$ cat config.mk
export PLATFORM = sky130hd
export DESIGN_NAME = uart_servo_frame_ctrl
export DESIGN_NICKNAME = d
export VERILOG_FILES = /design/src/rtl/servo_frame_pkg.sv /design/src/rtl/servo_pwm_ch.sv /design/src/rtl/uart_servo_frame_ctrl.sv
export SDC_FILE = /design/constraint.sdc
export NUM_CORES = 1
export LEC_CHECK = 0
export BUFFER_PORTS_ARGS = -buffer_cell sky130_fd_sc_hd__buf_4
export CORE_MARGIN = 1.5
export CORE_UTILIZATION = 25
export DETAILED_ROUTE_END_ITERATION = 10
export PLACE_DENSITY = 0.44
export SETUP_SLACK_MARGIN = 0.15
export SYNTH_ARGS = -nofsm -noshare
export SYNTH_HDL_FRONTEND = slang
export SYNTH_HIERARCHICAL = 1
export SYNTH_SLANG_ARGS = --single-unit
$ cat constraint.sdc
create_clock -name clk -period 4.8 [get_ports clk]
set_input_delay 0.24 -clock clk [delete_from_list [all_inputs] [get_ports clk]]
set_output_delay 0.24 -clock clk [all_outputs]
set_load 0.005 [all_outputs]
$ cat src/rtl/servo_frame_pkg.sv
// Shared types and constants for the framed servo command controller.
// Contents:
//   state_e          - frame parser states
//   RESP_*           - single-byte response codes returned through uart_tx
package servo_frame_pkg;

    typedef enum logic [2:0] {
        IDLE    = 3'd0,
        GET_CH  = 3'd1,
        GET_HI  = 3'd2,
        GET_LO  = 3'd3,
        GET_CHK = 3'd4,
        EVAL    = 3'd5
    } state_e;

    localparam logic [7:0] RESP_ACK       = 8'h06;
    localparam logic [7:0] RESP_ACK_CLAMP = 8'h07;
    localparam logic [7:0] RESP_NAK_CHK   = 8'h15;
    localparam logic [7:0] RESP_NAK_CH    = 8'h16;

endpackage

$ cat src/rtl/servo_pwm_ch.sv
// One servo PWM channel: a shadow width written by the command parser and an
// active width that is only refreshed at the period wrap, so a pulse never
// changes length mid-period.
// Ports:
//   clk, reset_uart  - clock, synchronous active-high reset
//   cnt_i            - shared period counter
//   wrap_i           - high on the last count of the period
//   wr_en_i/wr_val_i - shadow width update (in clk cycles)
//   pwm_o            - registered PWM output (lags the counter by one cycle)
module servo_pwm_ch
    import servo_frame_pkg::*;
#(
    parameter int              CNT_W       = 20,
    parameter logic [CNT_W-1:0] DEFAULT_VAL = '0
) (
    input  logic             clk,
    input  logic             reset_uart,
    input  logic [CNT_W-1:0] cnt_i,
    input  logic             wrap_i,
    input  logic             wr_en_i,
    input  logic [CNT_W-1:0] wr_val_i,
    output logic             pwm_o
);

    logic [CNT_W-1:0] shadow_q;
    logic [CNT_W-1:0] active_q;
    logic             pwm_q;

    always_ff @(posedge clk) begin
        if (reset_uart) begin
            shadow_q <= DEFAULT_VAL;
            active_q <= DEFAULT_VAL;
            pwm_q    <= 1'b0;
        end else begin
            if (wr_en_i) begin
                shadow_q <= wr_val_i;
            end
            // Non-blocking: a shadow write on the wrap cycle lands next period.
            if (wrap_i) begin
                active_q <= shadow_q;
            end
            pwm_q <= (cnt_i < active_q);
        end
    end

    assign pwm_o = pwm_q;

endmodule

$ cat src/rtl/uart_servo_frame_ctrl.sv
// Framed servo command controller. Parses SYNC, CH, W_HI, W_LO, CHK frames from
// the uart_rx byte stream, validates and clamps the commanded width, updates
// the per-channel shadow width and returns a one-byte ACK/NAK through uart_tx.
// Ports:
//   clk, reset_uart      - clock, synchronous active-high reset
//   rx_data, rx_valid    - received byte and its one-cycle strobe
//   tx_data, tx_en       - response byte and one-cycle send strobe
//   tx_busy              - uart_tx busy; holds the pending response
//   pin_pwm              - NUM_CH servo PWM outputs
//   frame_ok, frame_err  - one-cycle frame accept / reject-or-timeout pulses
//   resp_drop            - one-cycle pulse when a pending response is replaced
module uart_servo_frame_ctrl
    import servo_frame_pkg::*;
#(
    parameter int         NUM_CH       = 4,
    parameter int         PERIOD_CLKS  = 540000,
    parameter int         UNIT_CLKS    = 27,
    parameter int         MIN_US       = 500,
    parameter int         MAX_US       = 2500,
    parameter int         DEFAULT_US   = 1500,
    parameter int         TIMEOUT_CLKS = 270000,
    parameter logic [7:0] SYNC_BYTE    = 8'hA5
) (
    input  logic              clk,
    input  logic              reset_uart,
    input  logic [7:0]        rx_data,
    input  logic              rx_valid,
    output logic [7:0]        tx_data,
    output logic              tx_en,
    input  logic              tx_busy,
    output logic [NUM_CH-1:0] pin_pwm,
    output logic              frame_ok,
    output logic              frame_err,
    output logic              resp_drop
);

    localparam int               CNT_W    = $clog2(PERIOD_CLKS);
    localparam int               TMO_W    = $clog2(TIMEOUT_CLKS + 1);
    localparam logic [CNT_W-1:0] CNT_LAST = CNT_W'(PERIOD_CLKS - 1);
    localparam logic [TMO_W-1:0] TMO_LAST = TMO_W'(TIMEOUT_CLKS - 1);
    localparam logic [CNT_W-1:0] DEF_VAL  = CNT_W'(DEFAULT_US * UNIT_CLKS);
    localparam logic [15:0]      MIN_W    = 16'(MIN_US);
    localparam logic [15:0]      MAX_W    = 16'(MAX_US);

    // The compare value is truncated to the counter width, so the widest pulse
    // must fit strictly inside the period.
    if ((MAX_US * UNIT_CLKS >= PERIOD_CLKS) || (NUM_CH < 1) || (NUM_CH > 16)) begin : g_param_check
        $error("uart_servo_frame_ctrl: illegal parameterisation");
    end

    // ---------------- period counter ----------------
    logic [CNT_W-1:0] cnt_q, cnt_d;
    logic             wrap;

    assign wrap  = (cnt_q == CNT_LAST);
    assign cnt_d = wrap ? '0 : cnt_q + CNT_W'(1);

    always_ff @(posedge clk) begin
        if (reset_uart) begin
            cnt_q <= '0;
        end else begin
            cnt_q <= cnt_d;
        end
    end

    // ---------------- frame parser FSM ----------------
    state_e           state_q, state_d;
    logic [TMO_W-1:0] tmo_q, tmo_d;
    logic             in_get;
    logic             timeout;

    assign in_get = (state_q == GET_CH) || (state_q == GET_HI) ||
                    (state_q == GET_LO) || (state_q == GET_CHK);

    // Inter-byte gap counter; only meaningful while inside a frame.
    assign tmo_d = (rx_valid || !in_get) ? '0 : tmo_q + TMO_W'(1);

    always_comb begin
        state_d = state_q;
        timeout = 1'b0;
        unique case (state_q)
            IDLE:    if (rx_valid && rx_data == SYNC_BYTE) state_d = GET_CH;
            GET_CH:  if (rx_valid) state_d = GET_HI;
            GET_HI:  if (rx_valid) state_d = GET_LO;
            GET_LO:  if (rx_valid) state_d = GET_CHK;
            GET_CHK: if (rx_valid) state_d = EVAL;
            EVAL:    state_d = IDLE;
            default: state_d = IDLE;
        endcase
        if (in_get && !rx_valid && tmo_q == TMO_LAST) begin
            state_d = IDLE;
            timeout = 1'b1;
        end
    end

    always_ff @(posedge clk) begin
        if (reset_uart) begin
            state_q <= IDLE;
            tmo_q   <= '0;
        end else begin
            state_q <= state_d;
            tmo_q   <= tmo_d;
        end
    end

    // Frame bytes are plain data; they are always rewritten before EVAL reads them.
    logic [7:0] ch_q, hi_q, lo_q, chk_q;

    always_ff @(posedge clk) begin
        if (rx_valid) begin
            if (state_q == GET_CH)  ch_q  <= rx_data;
            if (state_q == GET_HI)  hi_q  <= rx_data;
            if (state_q == GET_LO)  lo_q  <= rx_data;
            if (state_q == GET_CHK) chk_q <= rx_data;
        end
    end

    // ---------------- evaluation ----------------
    logic             eval, chk_ok, ch_ok, accept, clamp_hit;
    logic [15:0]      width_us, clamped_us;
    logic [7:0]       resp_code;
    logic [CNT_W-1:0] wr_val;

    always_comb begin
        eval       = (state_q == EVAL);
        width_us   = {hi_q, lo_q};
        chk_ok     = (chk_q == (ch_q ^ hi_q ^ lo_q));
        ch_ok      = ({24'd0, ch_q} < 32'(NUM_CH));
        accept     = eval && chk_ok && ch_ok;
        clamp_hit  = 1'b0;
        clamped_us = width_us;
        if (width_us < MIN_W) begin
            clamped_us = MIN_W;
            clamp_hit  = 1'b1;
        end else if (width_us > MAX_W) begin
            clamped_us = MAX_W;
            clamp_hit  = 1'b1;
        end
        if (!chk_ok) begin
            resp_code = RESP_NAK_CHK;
        end else if (!ch_ok) begin
            resp_code = RESP_NAK_CH;
        end else if (clamp_hit) begin
            resp_code = RESP_ACK_CLAMP;
        end else begin
            resp_code = RESP_ACK;
        end
        // The shadow register in each channel is the registered product.
        wr_val = CNT_W'(32'(clamped_us) * 32'(UNIT_CLKS));
    end

    // ---------------- response buffer and status pulses ----------------
    logic       pend_q;
    logic [7:0] resp_q;
    logic       frame_ok_q, frame_err_q, resp_drop_q;

    assign tx_en   = pend_q && !tx_busy;
    assign tx_data = resp_q;

    always_ff @(posedge clk) begin
        if (reset_uart) begin
            pend_q      <= 1'b0;
            resp_q      <= 8'h00;
            frame_ok_q  <= 1'b0;
            frame_err_q <= 1'b0;
            resp_drop_q <= 1'b0;
        end else begin
            frame_ok_q  <= accept;
            frame_err_q <= (eval && !accept) || timeout;
            resp_drop_q <= 1'b0;
            if (tx_en) begin
                pend_q <= 1'b0;
            end
            if (eval) begin
                pend_q      <= 1'b1;
                resp_q      <= resp_code;
                // Being sent this cycle is not a drop; still waiting is.
                resp_drop_q <= pend_q && !tx_en;
            end
        end
    end

    assign frame_ok  = frame_ok_q;
    assign frame_err = frame_err_q;
    assign resp_drop = resp_drop_q;

    // ---------------- PWM channels ----------------
    for (genvar i = 0; i < NUM_CH; i++) begin : g_ch
        servo_pwm_ch #(
            .CNT_W       (CNT_W),
            .DEFAULT_VAL (DEF_VAL)
        ) u_ch (
            .clk        (clk),
            .reset_uart (reset_uart),
            .cnt_i      (cnt_q),
            .wrap_i     (wrap),
            .wr_en_i    (accept && (ch_q == 8'(i))),
            .wr_val_i   (wr_val),
            .pwm_o      (pin_pwm[i])
        );
    end

endmodule
## Word-level counts from Yosys, hierarchy flattened

Index checks and enable logic that the tools add are counted.

- Bits of input ports: 12
- Output and inout port bits: 16
- Bits in registers: 250
- Word-level logic and storage cells: 104

- $lt $le $gt $ge: 7
- Reduce and logical (&&, ||, !) cells: 34
- Eq/ne operators: 17
- $mul: 1
- Muxes and demuxes: 16
- Add/subtract/negate cells: 2
- Bitwise gates (word level): 3

Operators with widths:

| kind | number |
|---|---|
| $lt 20x20->1 | 4 |
| $mux 16 | 2 |
| $add 20x1->20 const B | 1 |
| $eq 20x20->1 const B | 1 |
| $mul 16x5->20 const B | 1 |
| $add 19x1->19 const B | 1 |
| $eq 19x19->1 const B | 1 |
| $eq 8x2->1 const B | 2 |
| $gt 16x12->1 const B | 1 |
| $lt 16x9->1 const B | 1 |
| $xor 8x8->8 | 2 |
| $mux 3 | 5 |
| $pmux 3 s5 | 1 |
| $logic_and 1x1->1 | 12 |
| $mux 5 | 2 |
| $ne 2x2->1 const B | 5 |
| $eq 8x1->1 const B | 1 |
| $eq 8x8->1 | 1 |
| $eq 8x8->1 const B | 1 |
| $logic_not 8->1 | 1 |
| $lt 8x3->1 const B | 1 |
| $reduce_and 2->1 | 4 |
| $reduce_or 2->1 | 4 |
| $eq 3x2->1 const B | 2 |
| 9 further kinds | 23 |

## Longest topological paths before layout

- Depth in word-level cells: 8
- Depth in mapped cells: 22
- Depth with buffers taken out: 19

## By module

Netlist, hierarchy kept.

Modules (own cells, without submodules):

| module | cells each | sequential area each (um^2) | area an instance (um^2) | times used |
|---|---|---|---|---|
| servo_pwm_ch | 197 | 820.8 | 1868.0 | 4 |
| uart_servo_frame_ctrl | 588 | 1961.9 | 5546.6 | 1 |

## Least setup slack after synthesis

No wires, ideal clock.

- Path kind: register -> register
- From: register lo_q[3]
- To: register g_ch[0].u_ch.shadow_q[14]
- Path buffers: 1
- Required time: 4.675 ns
- Data arrival time: 4.632 ns
- Library setup time: 0.125 ns
- Setup slack: 0.043 ns
- Clock period less this slack: 4.757 ns
- Stages on the path, launching flop included: 19
- Cells stage by stage: edfxtp_1 > nor3_1 > a21oi_1 > o31ai_1 > and3_1 > clkbuf_1 > nand2b_1 > ha_1 > fa_1 > inv_1 > fa_1 > inv_1 > ha_1 > and3_1 > a221o_1 > or4_1 > and3_1 > mux2i_1 > nor2_1

- Elaborated cells between the ends (all ways): 10
- Classes of those cells: 1 x mul; 2 x order compare; 1 x eq/ne; 2 x mux; 1 x bitwise; 3 x reduce/logical

RTL lines:

| what | RTL line | source |
|---|---|---|
| start: declaration | uart_servo_frame_ctrl.sv:107 | `logic [7:0] ch_q, hi_q, lo_q, chk_q;` |
| start signal: assignment | uart_servo_frame_ctrl.sv:113 | `if (state_q == GET_LO) lo_q <= rx_data;` |
| $gt 16x12->1 | uart_servo_frame_ctrl.sv:135 | `end else if (width_us > MAX_W) begin` |
| $mux 16 | uart_servo_frame_ctrl.sv:135 |  |
| $mux 16 (*) | uart_servo_frame_ctrl.sv:132 | `if (width_us < MIN_W) begin` |
| $mul 16x5->20 (*) | uart_servo_frame_ctrl.sv:149 | `wr_val = CNT_W'(32'(clamped_us) * 32'(UNIT_CLKS));` |
| named net wr_val[14] | uart_servo_frame_ctrl.sv:122 | `logic [CNT_W-1:0] wr_val;` |
| end signal: assignment | servo_pwm_ch.sv:36 | `shadow_q <= wr_val_i;` |
| end: declaration | servo_pwm_ch.sv:25 | `logic [CNT_W-1:0] shadow_q;` |

Mark *: on every way through the listed nets, which the timed path passes. The rest lies on a longest branch.
A chain may end at the register's enable or synchronous reset.

## Final worst setup path

- From: register lo_q[2]
- To: register g_ch[0].u_ch.shadow_q[14]

Same word-level chain as after synthesis.

==> results.sh <==
export IMPL_drv_slew=0
export IMPL_cp_endpoint="g_ch[0].u_ch/shadow_q[14]"
export IMPL_grt_usage_pct=12.1
export IMPL_grt_pass1_vias=9657
export IMPL_cp_data_required_time_ns=5.19
export IMPL_reg2reg_depth=19
export IMPL_syn_area_per_cell_um2=9.46
export IMPL_grt_pass1_wl_um=52100
export IMPL_num_vias=9648
export IMPL_worst_pin_slew_ns=0.984
export IMPL_synthToLayoutAreaGrowth_pct=22.6
export IMPL_cp_buffers_inverters=4
export IMPL_place_hpwl_um=22800
export IMPL_powerDensity_nw_per_um2=290
export IMPL_r2r_end="g_ch[0].u_ch/shadow_q[14]"
export IMPL_whs_path_depth=4
export IMPL_fin_crit_sh_pct=95.9
export IMPL_wl_met1_um=16100
export IMPL_dieArea_um2=53500
export IMPL_hold_violations=0
export IMPL_clk_pin_slew_ns=0.06
export IMPL_antenna_found_initial=0
export IMPL_cts_root_buf="clkbuf_16"
export IMPL_cts_buffer_depth=3
export IMPL_p_total_mw=4.63
export IMPL_cp_top_family="adder cells"
export IMPL_rows=83
export IMPL_vdd_drop_max_mv=0.239
export IMPL_io_buffers=23
export IMPL_yosysTopAreaCell="dfxtp_1"
export IMPL_synth_edff_count=32
export IMPL_setup_viol=0
export IMPL_yosysUniqueCellTypes=69
export IMPL_r2r_slack_ns=0.20
export IMPL_synthFlopType="dfxtp_1"
export IMPL_clock_latency_ns=0.54
export IMPL_core_area_um2=51400
export IMPL_crit_slowest_cell="fa_2"
export IMPL_via_per_inst=4.44
export IMPL_crit_chain="buf_4, o211ai_1, o211ai_1, and3_4, and2_4, ha_4, inv_2, fa_1, inv_2, fa_2, ha_4, a22o_1, nor3_2, o21ai_2, buf_4, or4_1, and3_4, mux2i_1, nor2_1"
export IMPL_synth_cells=1376
export IMPL_synthesis_area_um2=13000
export IMPL_drive_gt1_share_pct=15.8
export IMPL_first_pass_iters=7
export IMPL_initial_core_util_pct=25.3
export IMPL_fin_setup_tns_ns=0
export IMPL_hold_ws_ns=0.0626
export IMPL_n_antenna_cell=0
export IMPL_rsz0062_at_grt="true"
export IMPL_h_tree_depth=1
export IMPL_synth_area_leaders="dfxtp_1 (33%), ha_1 (11%), mux2i_1 (9.8%), edfxtp_1 (7.4%), nor2_1 (4.8%)"
export IMPL_power_leakage_nw=6.41
export IMPL_drt_iter0_markers=424
export IMPL_ant_nets=0
export IMPL_synth_seq_cells=246
export IMPL_crit_fanout=6
export IMPL_clock_fmax_ghz=0.217
export IMPL_post_drt_wl_per_cell_um=14.7
export IMPL_wl_met2_um=14200
export IMPL_grt_ovfl_total=0
export IMPL_finClkSkew_ns=0.0151
export IMPL_instances_no_fill=2172
export IMPL_finalWeightedCongestion=0.758
export IMPL_tritoncts="built"
export IMPL_place_worst_setup_slack_ns=-0.113
export IMPL_yosysSeqAreaShare_pct=40.3
export IMPL_min_path_type="input pin to flop"
export IMPL_drc_errors=0
export IMPL_startpoint_type="flop"
export IMPL_async_flop_share_pct=0
export IMPL_outcome="complete, no violations"
export IMPL_worstSetupStartpoint="lo_q[2]"
export IMPL_endpoint_kind="flop"
export IMPL_relSlewSlack_pct=34.4
export IMPL_finalNetCount=1624
export IMPL_maxCapViolCount=0
export IMPL_critPathArrivalTime_ns=5.00
export IMPL_cts_buffers=27
export IMPL_rr_startpoint="lo_q[2]"
export IMPL_synth_top_area_share_pct=32.9
export IMPL_worstSetupPathDepth=19
export IMPL_die_w_um=231
export IMPL_grt_max_degree=84
export IMPL_ys_warn_count=6
export IMPL_die_y_um=231
export IMPL_slowest_delay_ns=0.56
export IMPL_top_layer="met4"
export IMPL_io_pins=28
export IMPL_period_needed_ns=4.60
export IMPL_wl_met3_um=1060
export IMPL_fin_ws_ns=0.196
export IMPL_dp_cells=2096
export IMPL_drt_wl_total_um=32000
export IMPL_worst_setup_path_type="flop to flop"
export IMPL_cts_sinks=246
[logic make-up (layout without fill, tap and decap cells)]
group	Yosys count	in the layout	synth area share, %
muxes	128	128	9.84
other	2	19	0.0577
xor gates and xnor gates	78	78	5.25
AOI/OAI and AO/OA	167	167	8.80
and+or+nand+nor	431	431	15.4
DFF	246	246	40.3
adders and majority gates	140	140	14.7
buffers and inverters	184	283	5.66
[metal layers]
metal | global-route usage, % | vias to the layer above
li1 | - | 4910
met3 | 2.10 | 41
met2 | 19.4 | 110
met4 | 2.70 | 0
met5 | 0 | -
met1 | 16.9 | 4587
[what timing repair did]
item	CTS	global route
cloned	0	0
hold buffers	9	0
buffers inserted	7	11
hold endpoints to repair	34	0
pin swaps	13	39
gates resized for setup	34	64
endpoints found under the setup margin	32	42
[synthesized netlist by cell type (4+ instances only)]
cell type / instances
dfxtp_1: 214
nor2_1: 168
inv_1: 128
mux2i_1: 128
nand2_1: 121
ha_1: 118
a21oi_1: 42
xnor2_1: 41
o211ai_1: 40
xor2_1: 37
edfxtp_1: 32
nand3_1: 30
clkbuf_1: 27
fa_1: 22
buf_2: 18
o21ai_0: 17
and3_1: 16
a21o_1: 15
nor3_1: 14
nor4_1: 14
nand4_1: 13
nand2b_1: 11
or3_1: 10
a31oi_1: 9
a211o_1: 5
buf_1: 5
a222oi_1: 4
and2_1: 4
buf_4: 4
nor4b_2: 4
o221ai_1: 4
[area by class of cell]
type,instances,area (µm²)
well taps,680,851
multi-input cells,963,7600
clock buffers,34,733
fillers,5342,35400
repair buffers,106,841
inverters,128,480
flip-flops and latches,246,5250
clock inverters,15,206
[worst register-to-register path, cell delays in order (launching register included)]
cell and delay (ns):
edfxtp_1 0.45, buf_4 0.17, o211ai_1 0.19, o211ai_1 0.14, and3_4 0.25, and2_4 0.17, ha_4 0.26, inv_2 0.03
fa_1 0.51, inv_2 0.04, fa_2 0.56, ha_4 0.21, a22o_1 0.23, nor3_2 0.23, o21ai_2 0.10, buf_4 0.15
or4_1 0.39, and3_4 0.20, mux2i_1 0.13, nor2_1 0.05
[state kept, by name, summed over array words and instances (netlist names)]
name	cells
g_ch.u_ch/active_q	80
g_ch.u_ch/shadow_q	80
cnt_q	20
tmo_q	19
ch_q	8
chk_q	8
hi_q	8
lo_q	8
g_ch.u_ch/pwm_o	4
tx_data	4
state_q	3
frame_err	1
frame_ok	1
pend_q	1
resp_drop	1
[cell usage in the layout, fill, tap and decap left out, types with 27 or more instances in the layout]
| cell | Yosys | final |
|---|---|---|
| mux2i_1 | 128 | 128 |
| inv_1 | 128 | 118 |
| ha_1 | 118 | 99 |
| nand2_1 | 121 | 118 |
| buf_4 | 4 | 91 |
| edfxtp_1 | 32 | 32 |
| xor2_1 | 37 | 36 |
| xnor2_1 | 41 | 36 |
| o211ai_1 | 40 | 40 |
| nor2_1 | 168 | 166 |
| clkbuf_16 | 0 | 27 |
| nand3_1 | 30 | 27 |
| a21oi_1 | 42 | 37 |
| dfxtp_1 | 214 | 214 |
[worst min-delay path by stage]
stage,start,end
final,rx_valid,frame_err
after global routing,rx_valid,frame_err
after CTS,rx_valid,frame_err
after detailed placement,tmo_q[0],tmo_q[0]
after global placement,pend_q,resp_drop
after floorplan,rx_data[0],ch_q[0]
[stage by stage]
step	util (%)	cell area, µm²
2_1_floorplan	-	13100
3_3_place_gp	27.8	14300
3_5_place_dp	27.8	14300
4_1_cts	30.3	15600
5_1_grt	31.0	16000
6_report	31.0	16000
[report_power, final]
| group | total (mW) | switching (mW) | leakage [nW] | internal [mW] |
|---|---|---|---|---|
| clock network | 2.19 | 0.845 | 0.469 | 1.35 |
| registers | 2.09 | 0.00643 | 2.02 | 2.09 |
| logic | 0.343 | 0.203 | 3.92 | 0.141 |
| total | 4.63 | 1.05 | 6.41 | 3.58 |
No activity file was read; power rests on OpenSTA's default activity.
